<file path="src/rtl/wall_probe.sv">
// Scans a BOX_W x BOX_H window of the mono maze ROM and reports whether any pixel is a wall.
// Stops at the first wall; pixels past the image edge count as walls.
module wall_probe #(
    parameter int BOX_W    = 7,
    parameter int BOX_H    = 7,
    parameter int SCREEN_W = 160,
    parameter int SCREEN_H = 120
) (
    input  logic        clk,
    input  logic        reset,
    input  logic        start,
    input  logic [7:0]  req_x,
    input  logic [6:0]  req_y,
    output logic [14:0] rom_address,
    input  logic        rom_q,
    output logic        busy,
    output logic        done,
    output logic        blocked
);

    typedef enum logic [1:0] {IDLE, SCAN, DRAIN, DONE} state_t;

    localparam int         N       = BOX_W * BOX_H;
    localparam logic [3:0] OX_LAST = 4'(BOX_W - 1);
    localparam logic [7:0] K_LAST  = 8'(N - 1);

    state_t      state_q, state_d;
    logic [7:0]  x_q, x_d;
    logic [6:0]  y_q, y_d;
    logic [3:0]  ox_q, ox_d, oy_q, oy_d;
    logic [7:0]  k_q, k_d;
    logic        blocked_q, blocked_d;
    // Sample pipeline: tracks the address issued last cycle while the ROM answers.
    logic        vld_q, vld_d;
    logic        oob_q, oob_d;
    logic [7:0]  idx_q, idx_d;

    logic [8:0]  px;
    logic [7:0]  py;
    logic        oob;
    logic        wall;
    logic [14:0] lin_addr;

    assign px       = {1'b0, x_q} + {5'b0, ox_q};
    assign py       = {1'b0, y_q} + {4'b0, oy_q};
    assign oob      = (px >= 9'(SCREEN_W)) || (py >= 8'(SCREEN_H));
    assign lin_addr = 15'(px) + 15'(SCREEN_W) * 15'(py);
    assign wall     = vld_q && (rom_q || oob_q);

    assign busy    = (state_q != IDLE);
    assign done    = (state_q == DONE);
    assign blocked = blocked_q;

    always_comb begin
        state_d     = state_q;
        x_d         = x_q;
        y_d         = y_q;
        ox_d        = ox_q;
        oy_d        = oy_q;
        k_d         = k_q;
        blocked_d   = blocked_q;
        vld_d       = (state_q == SCAN) && !wall;
        oob_d       = oob;
        idx_d       = k_q;
        rom_address = (state_q == SCAN && !oob) ? lin_addr : 15'd0;

        case (state_q)
            IDLE: begin
                vld_d = 1'b0;
                if (start) begin
                    state_d   = SCAN;
                    x_d       = req_x;
                    y_d       = req_y;
                    ox_d      = 4'd0;
                    oy_d      = 4'd0;
                    k_d       = 8'd0;
                    blocked_d = 1'b0;
                end
            end
            SCAN: begin
                if (wall) begin
                    blocked_d = 1'b1;
                    state_d   = DONE;
                end else if (k_q == K_LAST) begin
                    state_d = DRAIN;
                end else begin
                    k_d = k_q + 8'd1;
                    if (ox_q == OX_LAST) begin
                        ox_d = 4'd0;
                        oy_d = oy_q + 4'd1;
                    end else begin
                        ox_d = ox_q + 4'd1;
                    end
                end
            end
            DRAIN: begin
                if (wall) begin
                    blocked_d = 1'b1;
                    state_d   = DONE;
                end else if (vld_q && idx_q == K_LAST) begin
                    state_d = DONE;
                end
            end
            DONE:    state_d = IDLE;
            default: state_d = IDLE;
        endcase
    end

    always_ff @(posedge clk) begin
        if (reset) begin
            state_q   <= IDLE;
            x_q       <= '0;
            y_q       <= '0;
            ox_q      <= '0;
            oy_q      <= '0;
            k_q       <= '0;
            blocked_q <= 1'b0;
            vld_q     <= 1'b0;
            oob_q     <= 1'b0;
            idx_q     <= '0;
        end else begin
            state_q   <= state_d;
            x_q       <= x_d;
            y_q       <= y_d;
            ox_q      <= ox_d;
            oy_q      <= oy_d;
            k_q       <= k_d;
            blocked_q <= blocked_d;
            vld_q     <= vld_d;
            oob_q     <= oob_d;
            idx_q     <= idx_d;
        end
    end

endmodule

</file>
<file path="config.mk">
export PLATFORM = sky130hd
export DESIGN_NAME = wall_probe
export DESIGN_NICKNAME = d
export VERILOG_FILES = /design/src/rtl/wall_probe.sv
export SDC_FILE = /design/constraint.sdc
export NUM_CORES = 1
export LEC_CHECK = 0
export BUFFER_PORTS_ARGS = -buffer_cell sky130_fd_sc_hd__buf_2
export CAP_MARGIN = 0
export CORE_ASPECT_RATIO = 0.9
export CORE_MARGIN = 3
export CORE_UTILIZATION = 58
export DETAILED_ROUTE_END_ITERATION = 7
export GPL_TIMING_DRIVEN = 0
export PLACE_DENSITY = 0.89
export SLEW_MARGIN = 10
export SYNTH_ARGS = -nofsm -noshare
export SYNTH_HDL_FRONTEND = slang
export SYNTH_SLANG_ARGS = --single-unit
</file>
<file path="constraint.sdc">
create_clock -name clk -period 4.62 [get_ports clk]
set_clock_uncertainty 0.05 [all_clocks]
set_input_delay 0.462 -clock clk [delete_from_list [all_inputs] [get_ports clk]]
set_output_delay 0.462 -clock clk [all_outputs]
set_load 0.05 [all_outputs]
</file>
-- Word level (Yosys, flattened, before mapping)
Cells that the tools add are included.
W data, S select, Z words.
- logic and storage cells: 74
- output and inout port bits: 18
- input bits: 19
- register bits after elaboration: 44
- magnitude comparators: 2
- add/subtract/negate cells: 6
- multiplexer cells: 23
- equality and inequality tests: 13
- $mul: 1
- reduce and logical (&&, ||, !) cells: 19
- operator list (cell ; count):
    $mux W4 ; 7
    $mux W8 ; 3
    $eq A8 B6 Y1 const B ; 2
    $pmux W4 S2 ; 2
    $pmux W8 S2 ; 1
    $add A9 B15 Y15 ; 1
    $mux W15 ; 1
    $mul A3 B8 Y10 const A ; 1
    $mux W2 ; 5
    $add A8 B4 Y9 ; 1
    $ge A9 B8 Y1 const B ; 1
    $add A4 B1 Y4 const B ; 2
    $add A7 B4 Y8 ; 1
    $add A8 B1 Y8 const B ; 1
    $ge A8 B7 Y1 const B ; 1
    $pmux W2 S4 ; 1
    $ne A2 B2 Y1 const B ; 3
    $reduce_and A3 Y1 ; 2
    $reduce_bool A2 Y1 ; 3
    $reduce_and A5 Y1 ; 1
    $eq A2 B2 Y1 const B ; 2
    $eq A4 B3 Y1 const B ; 1
    $logic_and A1 B1 Y1 ; 4
    $ne A2 B1 Y1 const B ; 2
    other kinds (11) ; 15

-- Longest topological paths before layout
Gate-level depths: netlist of run 1.
- word-level depth: 6
- mapped depth: 16
- depth with buffers taken out: 16

-- Worst setup path before layout of run 1
Ideal clock, no wire load.
- path type: register to output
- from: register oy_q[0]
- to: output port rom_address[14]
- buffers on the path: 0
- arrival: 3.811 ns
- stages on the path, launching flop included: 17
- path slack: 0.297 ns
- data required time: 4.108 ns
- cell sequence: dfxtp_1 > ha_1 > fa_1 > a21o_1 > a21oi_4 > xnor2_1 > and2_2 > or2_2 > inv_1 > ha_1 > a21o_1 > a21oi_1 > xnor2_1 > and3_1 > nand3_1 > xnor2_1 > nor2_1
- cells in the longest elaborated chain, start to end: 6
- elaborated cells on any way between the ends: 8
- classes of those cells: add/sub: 2; mul: 1; order compare: 1; mux: 1; reduce/logical: 3
- RTL lines (element ; RTL line ; text):
    start: declaration ; 30 ; logic [3:0] ox_q, ox_d, oy_q, oy_d;
    start signal: assignment ; 126 ; oy_q <= oy_d;
    $add A7 B4 Y8 * ; 45 ; assign py = {1'b0, y_q} + {4'b0, oy_q};
    parallel branches: the longest is 4 deep, another holds $add A9 B15 Y15 ; - ;
    $mux W15 * ; 65 ; rom_address = (state_q == SCAN && !oob) ? lin_addr : 15'd0;
    end: declaration ; 14 ; output logic [14:0] rom_address,
Every way passes the cells marked *.

-- Worst setup path after layout of run 1
Ends and elaborated chain as after synthesis.

==> impl_metrics.yaml, run 1 <==
outcome:
  status: "finished clean"
pwr:
  vdd_drop_max_mv: 0.459
  powerDensity_nw_per_um2: 440
  p_leak_nw: 1.49
die:
  rows: 23
  start_util: 0.630
  die-area_um2: 5950
  die_y_um: 73.5
  coreArea_um2: 4660
  pin_count: 37
  die_x_um: 81.0
synthesis:
  synth-edff-count: 0
  ys_types: 49
  yosys_warnings: 0
  synth_ff_type: "dfxtp_1"
  synthTopCellsByArea: "dfxtp_1 30%, ha_1 13%, nand2_1 5.4%"
  synthCells: 352
  yosysSeqAreaShare: 0.300
  synth_top_area_cell: "dfxtp_1"
  synth_top_area_frac: 0.300
  syn_area_um2: 2940
  avgSynthCellArea_um2: 8.34
  ys_ff_latch: 44
  syn-num-nets: 406
  async_reset_ff_frac: 0
layout:
  final_core_util: 0.715
  finish.instance_area_um2: 3330
  final_nets: 449
  fillers: 354
  layout-drive-gt1-share: 0.182
  n_antenna_cell: 0
  area_growth_pct: 13.5
placed_design:
  preCtsSetupSlack_ps: 383
  placedInstanceArea_um2: 3190
  port-buffer-count: 35
  hpwl_mm: 4.84
  gp_congestion: 0.816
worst_setup_path:
  cp-end-kind: "output port"
  rr_endpoint: "idx_d[7]"
  crit_end: "rom_address[14]"
  critPathLaunch: "oy_q[0]"
  r2r_start: "state_q[0]"
  crit_fanout: 5
  crit_arrival_ps: 3980
  required_ps: 4110
  r2r_slack_ps: 2190
  rr_worst_depth: 9
  critPathKind: "reg -> out"
  cp-start-kind: "flip-flop"
grt:
  antenna_found_initial: 0
  grt_pass1_vias: 2401
  overflow: 0
  grt_pass1_wl_mm: 10.5
  grt_util_all_layers: 0.226
  grt_start_max_net_pins: 13
sta:
  timing.final.crit_share: 0.973
  worst_pin_slew_ps: 620
  slew_headroom: 0.587
  period_needed_ps: 4500
  fmax_mhz: 222
  setup_viol: 0
  tns_ps: 0
  maxSlewViolCount: 0
  final.setup.worst_slack_ps: 125
  finalHoldViolations: 0
min_path:
  hold_path_class: "in -> reg"
route:
  wl_mm: 6.33
  vias: 2525
  viasPerCell: 5.51
  wl_per_cell_um: 13.8
  drtAntennaViolNets: 0
  dr.pass1.iters: 4
  drt_iter0_markers: 138
  drc_errors: 0
job:
  drv_cap: 0
cts:
  cts_tree: "done"
  clockRootBuffer: "clkbuf_8"
  clock_sinks: 44
  clk_pin_slew_ps: 80
  clockBufferDepth: 2
  htreeDepth: 2
  cts_made_buffers: 5
  clk_latency_ps: 300
## cell usage in the layout, fill, tap and decap left out, types with 6 or more instances in the layout
cell type	n
nand3_1	7
o21ai_0	9
xnor2_1	15
inv_1	19
ha_1	30
a21oi_1	30
dfxtp_1	43
nand2_1	42
clkbuf_1	11
xor2_1	16
clkbuf_8	7
nor2_2	7
a21o_1	6
nor2_1	34
nor2b_1	12
buf_2	33
a211oi_1	6
## metal layers
layer | up-vias | wire length (um) | track usage | share of wire
li1 | 1276 | - | - | -
met1 | 1168 | 2840 | 0.292 | 0.45
met2 | 67 | 3060 | 0.379 | 0.48
met3 | 14 | 313 | 0.0368 | 0.049
met4 | 0 | 110 | 0.0807 | 0.017
met5 | - | 0 | 0 | 0
## flip-flops by register name, summed over array words and instances (netlist names)
| register | flops |
|---|---|
| x_q | 8 |
| y_q | 7 |
| oy_q | 4 |
| state_q | 2 |
| ox_q | 4 |
| blocked | 1 |
| vld_q | 1 |
| idx_q | 8 |
| idx_d | 8 |
| oob_q | 1 |
## power by group
group	switching [mW]	internal [mW]	leakage, nW
registers	0.0480	0.426	0.358
clock network	0.127	0.122	0.0455
logic	0.470	0.273	1.08
total	0.646	0.821	1.49
## final cells by class
class                   count  area (um^2)  share of cell area
flip-flops and latches     44          882               0.265
inverters                  19         71.3              0.0214
plain buffers              13         83.8              0.0252
repair buffers             36          191              0.0575
clock buffers               8         90.1              0.0270
well taps                  62         77.6              0.0233
multi-input cells         276         1940               0.581
## critical path, stage by stage, from the launching register on
cell and delay (ps):
dfxtp_2 350, ha_2 200, fa_2 360, a21o_1 210
a21oi_4 220, xnor2_2 100, and2_2 210, or2_2 320
inv_1 70, ha_1 240, a21o_1 190, a21oi_1 170
xnor2_1 190, and3_1 240, nand3_1 140, xnor2_2 190
nor2_1 130, buf_6 170
## cell families (layout without fill, tap and decap cells)
| family | after synthesis | count (layout) | share of synthesized area |
|---|---|---|---|
| AOI/OAI and AO/OA | 67 | 67 | 0.142 |
| and+or+nand+nor | 138 | 138 | 0.237 |
| buffers and inverters | 32 | 76 | 0.0529 |
| xor gates and xnor gates | 34 | 34 | 0.101 |
| DFF | 44 | 44 | 0.300 |
| muxes | 2 | 2 | 0.00725 |
| adders and majority gates | 35 | 35 | 0.159 |
## worst min-delay path by stage
stage	startpoint	to	slack [ps]	cells past startpoint
floorplan	x_q[0]	x_q[0]	390	2
global placement	y_q[0]	y_q[0]	400	2
detailed placement	x_q[3]	x_q[3]	400	2
CTS	req_x[0]	x_q[0]	340	3
global route	req_x[2]	x_q[2]	360	3
finish	req_y[4]	y_q[4]	340	3
## Yosys cell counts, drive strengths merged, types with 4 or more instances
master / count
dfxtp: 44
nor2: 44
nand2: 42
a21oi: 32
ha: 31
inv: 19
xnor2: 18
xor2: 16
nor2b: 13
clkbuf: 11
o21ai: 9
nand3: 7
a211oi: 6
a21o: 6
nor3: 5
o21bai: 5
and2: 4
and3: 4
fa: 4
nand2b: 4
nand4: 4
## what timing repair did
action / in CTS / in global routing
pin swaps: 0 / 4
resized for setup: 1 / 11
endpoints found under the setup margin: 1 / 3
hold buffers: 0 / 0
setup buffers: 0 / 1
## metrics by stage
step	power, mW	cells	hold slack, ps
after floorplan	1.05	352	391
after global placement	1.18	449	402
after detailed placement	1.21	449	405
after CTS	1.45	457	337
after global routing	1.57	458	356
final	1.47	458	342
Note: power is estimated with default switching activity, not from simulation.
==> run 2, diff against run 1 <==
Settings changed: CAP_MARGIN 0 to default, RECOVER_POWER from default to 50.
Clock period 4.62 ns to 4.7 ns, I/O delays scaled along.
==> run 2 against run 1 <==
  * Die area stayed put
  * Via count fell by 1.5%
  * Sequential share of layout area is 0.14 points higher
  * Sequential cell count did not move
  * Register-to-register slack improved by 90 ps
  * Largest power group unchanged
  * Worst hold slack improved by 12 ps
  * Non-clock buffer count stayed put
  * Sequential power fell by 2%
  * Critical path type unchanged
  * Critical endpoint unchanged
  * Worst setup slack improved by 38 ps
==> impl_metrics.yaml, run 2 (same netlist as run 1, synthesis figures left out) <==
route:
  drc_errors: 0
  wl_mm: 6.21
  met1Wirelength_mm: 2.92
  wl_met2_mm: 2.97
  vias: 2487
  wl_per_cell_um: 13.6
  dr.pass1.iters: 4
  wl_met3_um: 216
  drtAntennaViolNets: 0
  routed.top_layer: "met4"
  viasPerCell: 5.43
  drt_iter0_markers: 134
worst_setup_path:
  critical-path-top-delay-family: "simple AND/OR/NAND/NOR gates"
  crit_buf_inv: 2
  crit_arrival_ps: 4020
  critPathLaunch: "oy_q[0]"
  crit_fanout: 5
  r2r_start: "state_q[0]"
  critPathKind: "reg -> out"
  path_cells: "ha_2 -> fa_2 -> a21o_1 -> a21oi_4 -> xnor2_1 -> and2_2 -> or2_2 -> inv_1 -> ha_1 -> a21o_1 -> a21oi_1 -> xnor2_1 -> and3_1 -> nand3_1 -> xnor2_2 -> nor2_1 -> buf_6"
  cp-start-kind: "flip-flop"
  cp-end-kind: "output port"
  critPathMaxStageDelay_ps: 370
  required_ps: 4180
  slowest_stage: "dfxtp_1"
grt:
  grt_pass1_wl_mm: 10.5
  overflow: 0
  antenna_found_initial: 0
  grt_util_all_layers: 0.225
  grt_start_max_net_pins: 13
  grt_pass1_vias: 2399
layout:
  area_growth_pct: 12.7
  n_antenna_cell: 0
  layout_common_cells: "44 x dfxtp_1, 42 x nand2_1, 34 x nor2_1"
  final_nets: 449
  layout-drive-gt1-share: 0.167
  final_common_cell: "dfxtp_1"
die:
  coreArea_um2: 4660
  rows: 23
  die_y_um: 73.5
  pin_count: 37
  die_x_um: 81.0
  start_util: 0.630
  die-area_um2: 5950
placed_design:
  port-buffer-count: 35
  gp_congestion: 0.816
  hpwl_mm: 4.84
  preCtsSetupSlack_ps: 455
pwr:
  vdd_drop_max_mv: 0.439
  powerDensity_nw_per_um2: 432
  p_leak_nw: 1.46
cts:
  htreeDepth: 2
  clock_sinks: 44
  cts_tree: "done"
  cts_made_buffers: 5
  clockBufferDepth: 2
  clk_pin_slew_ps: 80
  cts_hold_buf: 0
  clk_latency_ps: 300
  clockRootBuffer: "clkbuf_8"
sta:
  holdWs_ps: 353
  period_needed_ps: 4540
  timing.final.crit_share: 0.965
  worst_pin_slew_ps: 622
  maxSlewViolCount: 0
  fmax_mhz: 220
  final.setup.worst_slack_ps: 163
  slew_headroom: 0.586
  finalHoldViolations: 0
  setup_viol: 0
job:
  drv_cap: 0
min_path:
  hold_path_class: "in -> reg"
  hold_start: "req_y[2]"
outcome:
  status: "finished clean"
## run 2: cell count changes in the layout (fill, tap and decap cells not counted), sizes merged
cell / delta
buf: -3
clkbuf: +3
## run 2: power breakdown
group          switching (mW)  leakage, nW  internal, mW  total [mW]
logic                   0.462         1.06         0.259       0.722
clock network           0.123       0.0455         0.120       0.243
registers              0.0458        0.358         0.418       0.464
## run 2: tightest hold or removal path, delay by kind of cell
| family | cells | cell delay (ps) |
|---|---|---|
| buffers and inverters | 1 | 90 |
| AOI/OAI and AO/OA | 1 | 50 |
| and+or+nand+nor | 1 | 50 |
## run 2: worst paths after layout
path,depth (start not counted),slack (ps),to
worst min-delay path,3,350,y_q[2]
worst max-delay path,17,160,rom_address[14]
worst min register to register,2,420,x_q[3]
worst max register to register,9,2280,idx_d[7]
## run 2: layout make-up
type	instances	area [um^2]
Buffer	13	73.8
Multi-Input combinational cell	276	1930
Tap cell	62	77.6
Timing Repair Buffer	36	188
Clock buffer	8	90.1
Sequential cell	44	881
Inverter	19	71.3
Fill cell	358	1350
## run 2: through the flow
stage,setup TNS [ps],utilization,total power [mW],instances,instance area (um^2)
2_1_floorplan,0,-,1.04,352,2940
3_3_place_gp,0,0.684,1.16,449,3190
3_5_place_dp,0,0.684,1.19,449,3190
4_1_cts,0,0.703,1.43,457,3280
5_1_grt,-12.1,0.710,1.53,458,3310
6_report,0,0.710,1.43,458,3310
## run 2: per-layer routing
layer | up-vias | GRT usage
met2 | 48 | 0.378
li1 | 1274 | -
met1 | 1151 | 0.292
met3 | 14 | 0.0368
met5 | - | 0
met4 | 0 | 0.0807
## run 2: what timing repair did
item                       4_1_cts  5_1_grt
setup endpoints to repair        0        2
resized for setup                0       11
buffers inserted                 0        1
